`src/rtl/clk_gate_ctrl.sv`:
```
// Multi-channel activity-driven clock-gating controller.
// Each channel owns an idle counter, an ON/OFF enable and a low-transparent ICG latch.
module clk_gate_ctrl #(
  parameter int N_CH        = 4,
  parameter int IDLE_CYCLES = 8
) (
  input  logic            CLK,
  input  logic            RST,
  input  logic [N_CH-1:0] ACT,
  input  logic [N_CH-1:0] CH_DIS,
  input  logic            TEST_EN,
  output logic [N_CH-1:0] GCLK,
  output logic [N_CH-1:0] CH_ON,
  output logic [N_CH-1:0] WAKE
);

  localparam int CNT_W = $clog2(IDLE_CYCLES + 1);
  localparam logic [CNT_W-1:0] CNT_LAST = CNT_W'(IDLE_CYCLES - 1);

  genvar gi;
  generate
    for (gi = 0; gi < N_CH; gi++) begin : g_ch
      logic             en_q;
      logic             en_d;
      logic             wake_q;
      logic             wake_d;
      logic [CNT_W-1:0] cnt_q;
      logic [CNT_W-1:0] cnt_d;
      logic             lat_en;

      // State register
      always_ff @(posedge CLK or negedge RST) begin
        if (!RST) begin
          en_q   <= 1'b1;
          cnt_q  <= '0;
          wake_q <= 1'b0;
        end else begin
          en_q   <= en_d;
          cnt_q  <= cnt_d;
          wake_q <= wake_d;
        end
      end

      // Next state: software disable beats activity, activity beats idle timeout
      always_comb begin
        en_d   = en_q;
        cnt_d  = cnt_q;
        wake_d = 1'b0;
        if (CH_DIS[gi]) begin
          en_d  = 1'b0;
          cnt_d = '0;
        end else if (en_q) begin
          if (ACT[gi]) begin
            cnt_d = '0;
          end else if (cnt_q == CNT_LAST) begin
            en_d  = 1'b0;
            cnt_d = '0;
          end else begin
            cnt_d = cnt_q + CNT_W'(1);
          end
        end else if (ACT[gi]) begin
          en_d   = 1'b1;
          cnt_d  = '0;
          wake_d = 1'b1;
        end
      end

      // Enable only moves while CLK is low, so a gated pulse is never clipped
      always_latch begin
        if (!CLK) lat_en = en_q | TEST_EN;
      end

      // Outputs
      assign GCLK[gi]  = CLK & lat_en;
      assign CH_ON[gi] = en_q;
      assign WAKE[gi]  = wake_q;
    end
  endgenerate

endmodule

```
`config.mk`:
```
export PLATFORM = sky130hd
export DESIGN_NAME = clk_gate_ctrl
export DESIGN_NICKNAME = d
export VERILOG_FILES = /design/src/rtl/clk_gate_ctrl.sv
export SDC_FILE = /design/constraint.sdc
export NUM_CORES = 1
export LEC_CHECK = 0
export CAP_MARGIN = 0
export CORE_MARGIN = 3
export CORE_UTILIZATION = 45
export CTS_CLUSTER_DIAMETER = 40
export DETAILED_ROUTE_END_ITERATION = 10
export HOLD_SLACK_MARGIN = 0.15
export PLACE_DENSITY_LB_ADDON = 0.15
export SYNTH_ARGS = -nofsm -noshare
export SYNTH_HDL_FRONTEND = slang
export SYNTH_SLANG_ARGS = --single-unit
```
`constraint.sdc`:
```
create_clock -name CLK -period 1.56 [get_ports CLK]
set_input_delay 0.312 -clock CLK [delete_from_list [all_inputs] [get_ports CLK]]
set_output_delay 0.312 -clock CLK [all_outputs]
set_load 0.02 [all_outputs]
```
==> metrics.yaml <==
synth_top_family_by_area: "simple AND/OR/NAND/NOR gates"
grt_first_pass_wirelength_um: 4188
antenna_found_initial: 0
synthMuxAreaShare_pct: 6.187
outcome: "finished, violations left"
worst_skew_pair.late_latency_ps: 420
ys_warn_count: 0
fill_cells: 257
whs_ps: 221.7
dr.first_iter.drc_count: 38
finalSetupViolations: 8
ff2ff_path_depth: 2
dp_hpwl_um: 1760
dpl_cell_area_um2: 1647
max_slew_margin_pct: 79.01
ant_nets: 0
synth_cell_types: 28
first_global_vias: 1034
hp-class: "input pin to async pin"
viasPerCell: 5.473
maxCapViolCount: 0
finalPower_uw: 1800
port_buffers: 22
fin_nets: 170
fin_tns_setup_ps: -2406
worstPathRequired_ps: 1250
cp.arrival_ps: 1860
critPathKind: "latch to output port"
finalClockSkew_ps: 1.160
firstDrtPassIters: 4
synth-adder-area-share_pct: 3.640
syn_nets: 139
wl_um: 2490
drc: 0
synth_xor_area_share_pct: 0
violations: "negative setup slack"
track_usage_pct: 15.70
syn_inst: 124
hold_viol: 0
synth-seq-cells: 28
vias: 1007
vdd_drop_max_mv: 0.5248
overflow: 0
start_util_pct: 48.61
cts_tree: "yes"
critPathLaunchType: "latch"
place.gp.congestion: 0.7982
cts_hold_buf: 0
setup_slack_ps: -611.5
p_per_area_nw_per_um2: 1071
fin_area_um2: 1680
num_rows: 19
path_max_fanout: 1
place_inst: 177
post_drt_wl_per_cell_um: 13.53
fin_cells: 184
rsz0062_at_grt: "true"
dieArea_um2: 3755
grt_max_degree: 25
clkTransAtPathRegs_ps: 140
syn_avg_cell_area_um2: 11.09
drive_above_1_share_pct: 34.64
rrSetupSlack_ps: 0
diodes: 0
worst_pin_slew_ps: 314.9
end_kind: "output port"
slew_violations: 0
synthSimpleGateAreaFrac_pct: 25.48
core_um2: 2829
syn_to_final_growth_pct: 22.20
die_w_um: 61.28
synth_compound_area_share_pct: 9.099
fp.dieH_um: 61.28
power.leakage_uw: 0.0007915
io_pins: 23
syn_area_um2: 1375
[flip-flops by register name, indices dropped and copies added (netlist names)]
signal       cells
g_ch.cnt_q      16
g_ch.lat_en      4
g_ch.en_q        4
g_ch.wake_q      4
[cells in the mapped netlist]
master | count | area share, %
dfstp_2 | 4 | 7.6
or4b_1 | 3 | 2.2
ha_1 | 4 | 3.6
or2_2 | 7 | 3.2
nor3b_1 | 5 | 2.7
a21bo_2 | 4 | 2.9
a311oi_1 | 1 | 0.64
nor4_1 | 5 | 2.3
nand4_1 | 4 | 1.8
mux2i_1 | 4 | 2.9
nand2b_1 | 6 | 2.7
and2_1 | 5 | 2.3
dlxtn_1 | 4 | 4.4
buf_4 | 11 | 6.0
o22ai_2 | 3 | 2.7
mux2_2 | 3 | 2.5
a21oi_1 | 4 | 1.5
buf_2 | 1 | 0.36
nor4bb_1 | 1 | 0.73
dfrtp_1 | 20 | 36
mux2_1 | 1 | 0.82
and3b_1 | 3 | 1.9
nand3b_1 | 4 | 2.2
or2_1 | 1 | 0.46
nor3_1 | 3 | 1.1
inv_1 | 3 | 0.82
nor2_1 | 7 | 1.9
o22ai_1 | 3 | 1.4
[per-stage QoR]
step / utilization (%) / setup WS [ps]
6_report: 59.40 / -611.5
3_5_place_dp: 58.20 / -750.6
2_1_floorplan: - / -59.76
5_1_grt: 59.40 / -657.8
3_3_place_gp: 58.20 / -724.3
4_1_cts: 59.62 / -642.8
[logic make-up after synthesis]
group | count (synthesis)
AOI/OAI and AO/OA | 15
and+or+nand+nor | 54
buffers and inverters | 15
latches | 4
adders and majority gates | 4
DFF | 24
muxes | 8
[layout make-up]
cell class | count | area [um^2] | area share [%]
Multi-Input combinational cell | 81 | 620.6 | 36.93
Inverter | 3 | 11.26 | 0.6701
Sequential cell | 28 | 666.9 | 39.69
Clock buffer | 11 | 97.59 | 5.808
Tap cell | 31 | 38.79 | 2.308
Timing Repair Buffer | 30 | 245.2 | 14.59
[per-layer routing]
metal  GRT usage (%)  wire [um]  vias to the layer above
met5               0          0                        -
met4           12.38         37                        0
met3           5.870        150                        5
met2           24.17       1159                       25
met1           17.35       1143                      476
li1                -          -                      501
[final timing paths]
path / start / end
max: g_ch[0].lat_en / GCLK[0]
min: RST / g_ch[2].cnt_q[0]
max reg2reg: g_ch[0].en_q / g_ch[0].lat_en
min reg2reg: g_ch[3].cnt_q[2] / g_ch[3].en_q
max in group asynchronous: RST / g_ch[1].en_q
min in group CLK: CH_DIS[3] / g_ch[3].en_q
[critical path: stages, from the launching register on]
cell	delay [ps]
dlxtn_2	420
and2_4	130
buf_6	110
[layout by cell type, fill, tap and decap left out, types with 5 or more instances in the layout]
master	synthesis	layout
clkdlybuf4s50_1	0	10
nor4_1	5	5
clkbuf_4	0	7
nor3b_1	5	5
dfrtp_1	20	20
nor2_1	7	7
buf_4	11	12
nand2b_1	6	6
or2_2	7	7
[timing repair]
| action | in CTS | in global routing |
|---|---|---|
| resized for setup | 44 | 1 |
| pin swaps | 0 | 0 |
| setup endpoints to repair | 16 | 9 |
| buffers inserted | 0 | 0 |
[report_power, final]
part | switching [uW] | leakage [uW] | total, uW | internal [uW]
combinational | 98.6 | 0.000367 | 191 | 92.9
clock | 421 | 0.0000750 | 867 | 446
sequential | 13.4 | 0.000350 | 741 | 728
No activity file was read; power rests on OpenSTA's default activity.
==> RTL change 1 (same settings) <==
`IDLE_CYCLES`: 8 -> 16.
--- a/src/rtl/clk_gate_ctrl.sv
+++ b/src/rtl/clk_gate_ctrl.sv
@@ -2,7 +2,7 @@
 // Each channel owns an idle counter, an ON/OFF enable and a low-transparent ICG latch.
 module clk_gate_ctrl #(
   parameter int N_CH        = 4,
-  parameter int IDLE_CYCLES = 8
+  parameter int IDLE_CYCLES = 16
 ) (
   input  logic            CLK,
   input  logic            RST,
Check against the original RTL: not checked (the comparison handles one clock edge and no latches or derived clocks); the edit may change what the design does.
==> RTL change 1 against the unedited design <==
  * The flow still finishes with violations (setup timing)
  * Critical path depth stayed put
  * Worst setup slack improved by 2.1 ps
  * Synthesized area rose by 6.4%
  * Power grew 15%
  * Cell area up 6.6%
  * Sequential cell count is 4 higher
  * Via count is 14% higher
  * Routed wire length grew 11%
  * Die area is 5.7% higher
  * Largest power group unchanged
==> RTL change 1: results (changes against the unedited design) <==
status=complete, but fails checks (unchanged); failing checks=setup timing (unchanged); routed metal-1 wirelength=1200 µm (was 1140 µm); GR met1 Demand/Resource=0.167 (was 0.173); final setup vio count=8 (unchanged); multiplexer share of the synthesized area=0.0137 (was 0.0619); Place WS=-738 ps (was -751 ps); RR Startpoint=g_ch[3].en_q (was g_ch[0].en_q); CP max stage cell=dlxtn_1 (was dlxtn_2); worst skew pair latency=440 ps (was 420 ps); routed wire length=2760 µm (was 2490 µm); top cells by count, synth=dfrtp_1 (24), nand2_1 (14), nor3_1 (10) (was dfrtp_1 (20), buf_4 (11), nor2_1 (7), or2_2 (7), nand2b_1 (6)); met2 usage=0.244 (was 0.242); First DRT Iteration DRCs=47 (was 38); Setup WS post-layout=-609 ps (was -611 ps); synth top area cells=dfrtp_1 (41%), dfstp_2 (7.2%), buf_4 (4.6%) (was dfrtp_1 (36%), dfstp_2 (7.6%), buf_4 (6.0%)); share of cells above drive strength 1=0.228 (was 0.346); WHS=214 ps (was 222 ps); final setup TNS=-2430 ps (was -2410 ps); Net count, final=181 (was 170); number of global-route vias before repair=1225 (was 1034); max FFs per register=20 (was 16); metal3 WL=182 µm (was 150 µm); first-pass GRT wire length=4930 µm (was 4190 µm); Routability Congestion=0.838 (was 0.798); number of distinct library cells after synthesis=30 (was 28); Compound-Gate Fraction of Synth Area=0.109 (was 0.0910); Async S/R FF share, synth=0.875 (was 0.857); RR Endpoint=g_ch[3].lat_en (was g_ch[0].lat_en); syn avg cell area=10.4 µm² (was 11.1 µm²); Placed Cells incl. Taps=199 (was 177); Leakage=0.000807 µW (was 0.000792 µW); syn nets=155 (was 139); total number of vias=1147 (was 1007); Synth Area in Adders=0.0342 (was 0.0364)
## RTL change 1: cell count changes after synthesis, sizes merged, moves of 4 or more
| cell | unedited run | this run |
|---|---|---|
| nand2 | 0 | 14 |
| nor3 | 3 | 10 |
| o22ai | 6 | 0 |
| nor4 | 5 | 0 |
| a21bo | 4 | 0 |
| a41oi | 0 | 4 |
| dfrtp | 20 | 24 |
| mux2 | 4 | 0 |
| nand3 | 0 | 4 |
| nand4b | 0 | 4 |
| o41ai | 0 | 4 |
| or2 | 8 | 4 |
| xor2 | 0 | 4 |
## RTL change 1: worst max path at each step
| stage | from | endpoint | slack (ps) | cells after the start |
|---|---|---|---|---|
| floorplan | g_ch[0].lat_en | GCLK[0] | -60 | 1 |
| global placement | g_ch[3].lat_en | GCLK[3] | -730 | 2 |
| detailed placement | g_ch[1].lat_en | GCLK[1] | -740 | 2 |
| CTS | g_ch[1].lat_en | GCLK[1] | -640 | 2 |
| global route | g_ch[0].lat_en | GCLK[0] | -670 | 2 |
| finish | g_ch[1].lat_en | GCLK[1] | -610 | 2 |
## RTL change 1: layout make-up
type                    instances  area [µm²]
well taps                      44        55.1
multi-input cells              92         612
flip-flops and latches         32         767
repair buffers                 23         205
clock buffers                  14         126
fillers                       273        1290
clock inverters                 2        10.0
inverters                       4        15.0
## RTL change 1: where the power goes
part	internal, µW	switching, µW
sequential	827	11.3
combinational	69.2	90.0
clock	562	514
## RTL change 1: worst register-to-register path, stage by stage (launching register included)
cell and delay [ps]:
dfstp_2 380, buf_4 160, or2_2 290
## RTL change 1: kinds of logic (layout without fill, tap and decap cells)
group / Yosys count / count (layout)
latches: 4 / 4
flops: 28 / 28
fa+ha+maj: 4 / 4
compound gates: 21 / 21
simple gates: 61 / 61
mux: 2 / 2
xor+xnor: 4 / 4
buf+inv: 16 / 43
==> RTL change 2 (same flow settings) <==
Without the edit above. Put one more register stage on the output `WAKE`, without a reset. The value now appears one clock later. The other outputs are not delayed to match.
--- a/src/rtl/clk_gate_ctrl.sv
+++ b/src/rtl/clk_gate_ctrl.sv
@@ -16,6 +16,8 @@
 
   localparam int CNT_W = $clog2(IDLE_CYCLES + 1);
   localparam logic [CNT_W-1:0] CNT_LAST = CNT_W'(IDLE_CYCLES - 1);
+
+  logic [N_CH-1:0] WAKE_d;
 
   genvar gi;
   generate
@@ -73,9 +75,13 @@
       // Outputs
       assign GCLK[gi]  = CLK & lat_en;
       assign CH_ON[gi] = en_q;
-      assign WAKE[gi]  = wake_q;
+      assign WAKE_d[gi]  = wake_q;
     end
   endgenerate
 
+  always_ff @(posedge CLK) begin
+    WAKE <= WAKE_d;
+  end
+
 endmodule
 
Function: not checked (the comparison handles one clock edge and no latches or derived clocks); the edit may change what the design does.
==> RTL change 2 against the unedited design <==
  * Worst setup slack better by 7.5 ps
  * Synthesized area is 2.5% higher
  * Routed wire length rose by 1.0%
  * Core utilization increased by 2.5 points
  * Sequential cell count increased by 4
  * Synthesized cell count is the same
  * Cell area increased by 6.0%
  * The run still ends with setup timing left
  * Register-to-register slack about the same
  * Power is 15% higher
==> RTL change 2: results (changes against the unedited design) <==
top cells by count, synth=dfrtp_1 (20), nor2_1 (6), or2_2 (6) (was dfrtp_1 (20), buf_4 (11), nor2_1 (7), or2_2 (7), nand2b_1 (6)); Global Route Usage Sum=0.164 (was 0.157); Synth Area in Adders=0.0355 (was 0.0364); HPWL after DPL=1720 µm (was 1760 µm); multiplexer share of the synthesized area=0.0603 (was 0.0619); first-pass GRT wire length=4310 µm (was 4190 µm); fraction of area in multi-input gates=0.338 (was 0.369); Yosys reg bits=32 (was 28); final setup TNS=-2400 ps (was -2410 ps); Net count, final=175 (was 170); Synth Area in XOR/XNOR=0 (unchanged); Filler Cell Count=247 (was 257); routed metal-1 wirelength=1090 µm (was 1140 µm); Compound-Gate Fraction of Synth Area=0.0763 (was 0.0910); crit-path max cell delay=400 ps (was 420 ps); met2 usage=0.241 (was 0.242); Leakage=0.000831 µW (was 0.000792 µW); Place WS=-725 ps (was -751 ps); Routability Congestion=0.797 (was 0.798); clock skew=3.14 ps (was 1.16 ps); failing checks=setup timing (unchanged); WL met2=1170 µm (was 1160 µm); metal3 WL=183 µm (was 150 µm); Slew HR=0.792 (was 0.790); Worst-path clk slew=90 ps (was 140 ps); share of cells above drive strength 1=0.323 (was 0.346); grt met3 use=0.103 (was 0.0587); First DRT Iteration DRCs=48 (was 38); CP max stage cell=dlxtn_1 (was dlxtn_2); Seq area share=0.419 (was 0.397); maximum vdd drop=0.506 mV (was 0.525 mV); GR met1 Demand/Resource=0.167 (was 0.173); Setup WS post-layout=-604 ps (was -611 ps); final setup vio count=8 (unchanged); routed wire length=2520 µm (was 2490 µm); status=complete, but fails checks (unchanged); CLK BUF=15 (was 11); NonClk Buf Share=0.138 (was 0.146); Multi-Input Combinational=80 (was 81); Async S/R FF share, synth=0.750 (was 0.857); clock network area share=0.0695 (was 0.0581); Core Region=2880 µm² (was 2830 µm²); synth top area cells=dfrtp_1 (35%), dfstp_2 (7.5%), dfxtp_1 (5.7%) (was dfrtp_1 (36%), dfstp_2 (7.6%), buf_4 (6.0%))
## RTL change 2: power breakdown
group	internal, µW	switching [µW]	total (µW)
clock	529	501	1030
sequential	835	14.2	849
combinational	89.9	97.6	188
total	1450	613	2070
## RTL change 2: worst paths after layout
check	start	end	slack (ps)	cells past startpoint
worst max-delay path	g_ch[3].lat_en	GCLK[3]	-600	2
worst min-delay path	RST	g_ch[0].cnt_q[0]	230	2
worst max register to register	g_ch[1].en_q	g_ch[1].lat_en	0	2
worst min register to register	g_ch[2].wake_q	WAKE[2]	350	0
max in group asynchronous	RST	g_ch[3].en_q	1030	2
min in group CLK	g_ch[2].wake_q	WAKE[2]	350	0
## RTL change 2: stage by stage
stage	util	cells	total power, µW
floorplan	-	124	1190
global placement	0.599	191	1420
detailed placement	0.599	191	1430
CTS	0.625	203	2120
global route	0.619	203	2190
finish	0.619	203	2070
## RTL change 2: timing repair
action / in CTS / in global routing
setup endpoints to repair: 16 / 11
gates resized for setup: 41 / 4
cloned: 0 / 0
buffers inserted: 0 / 0
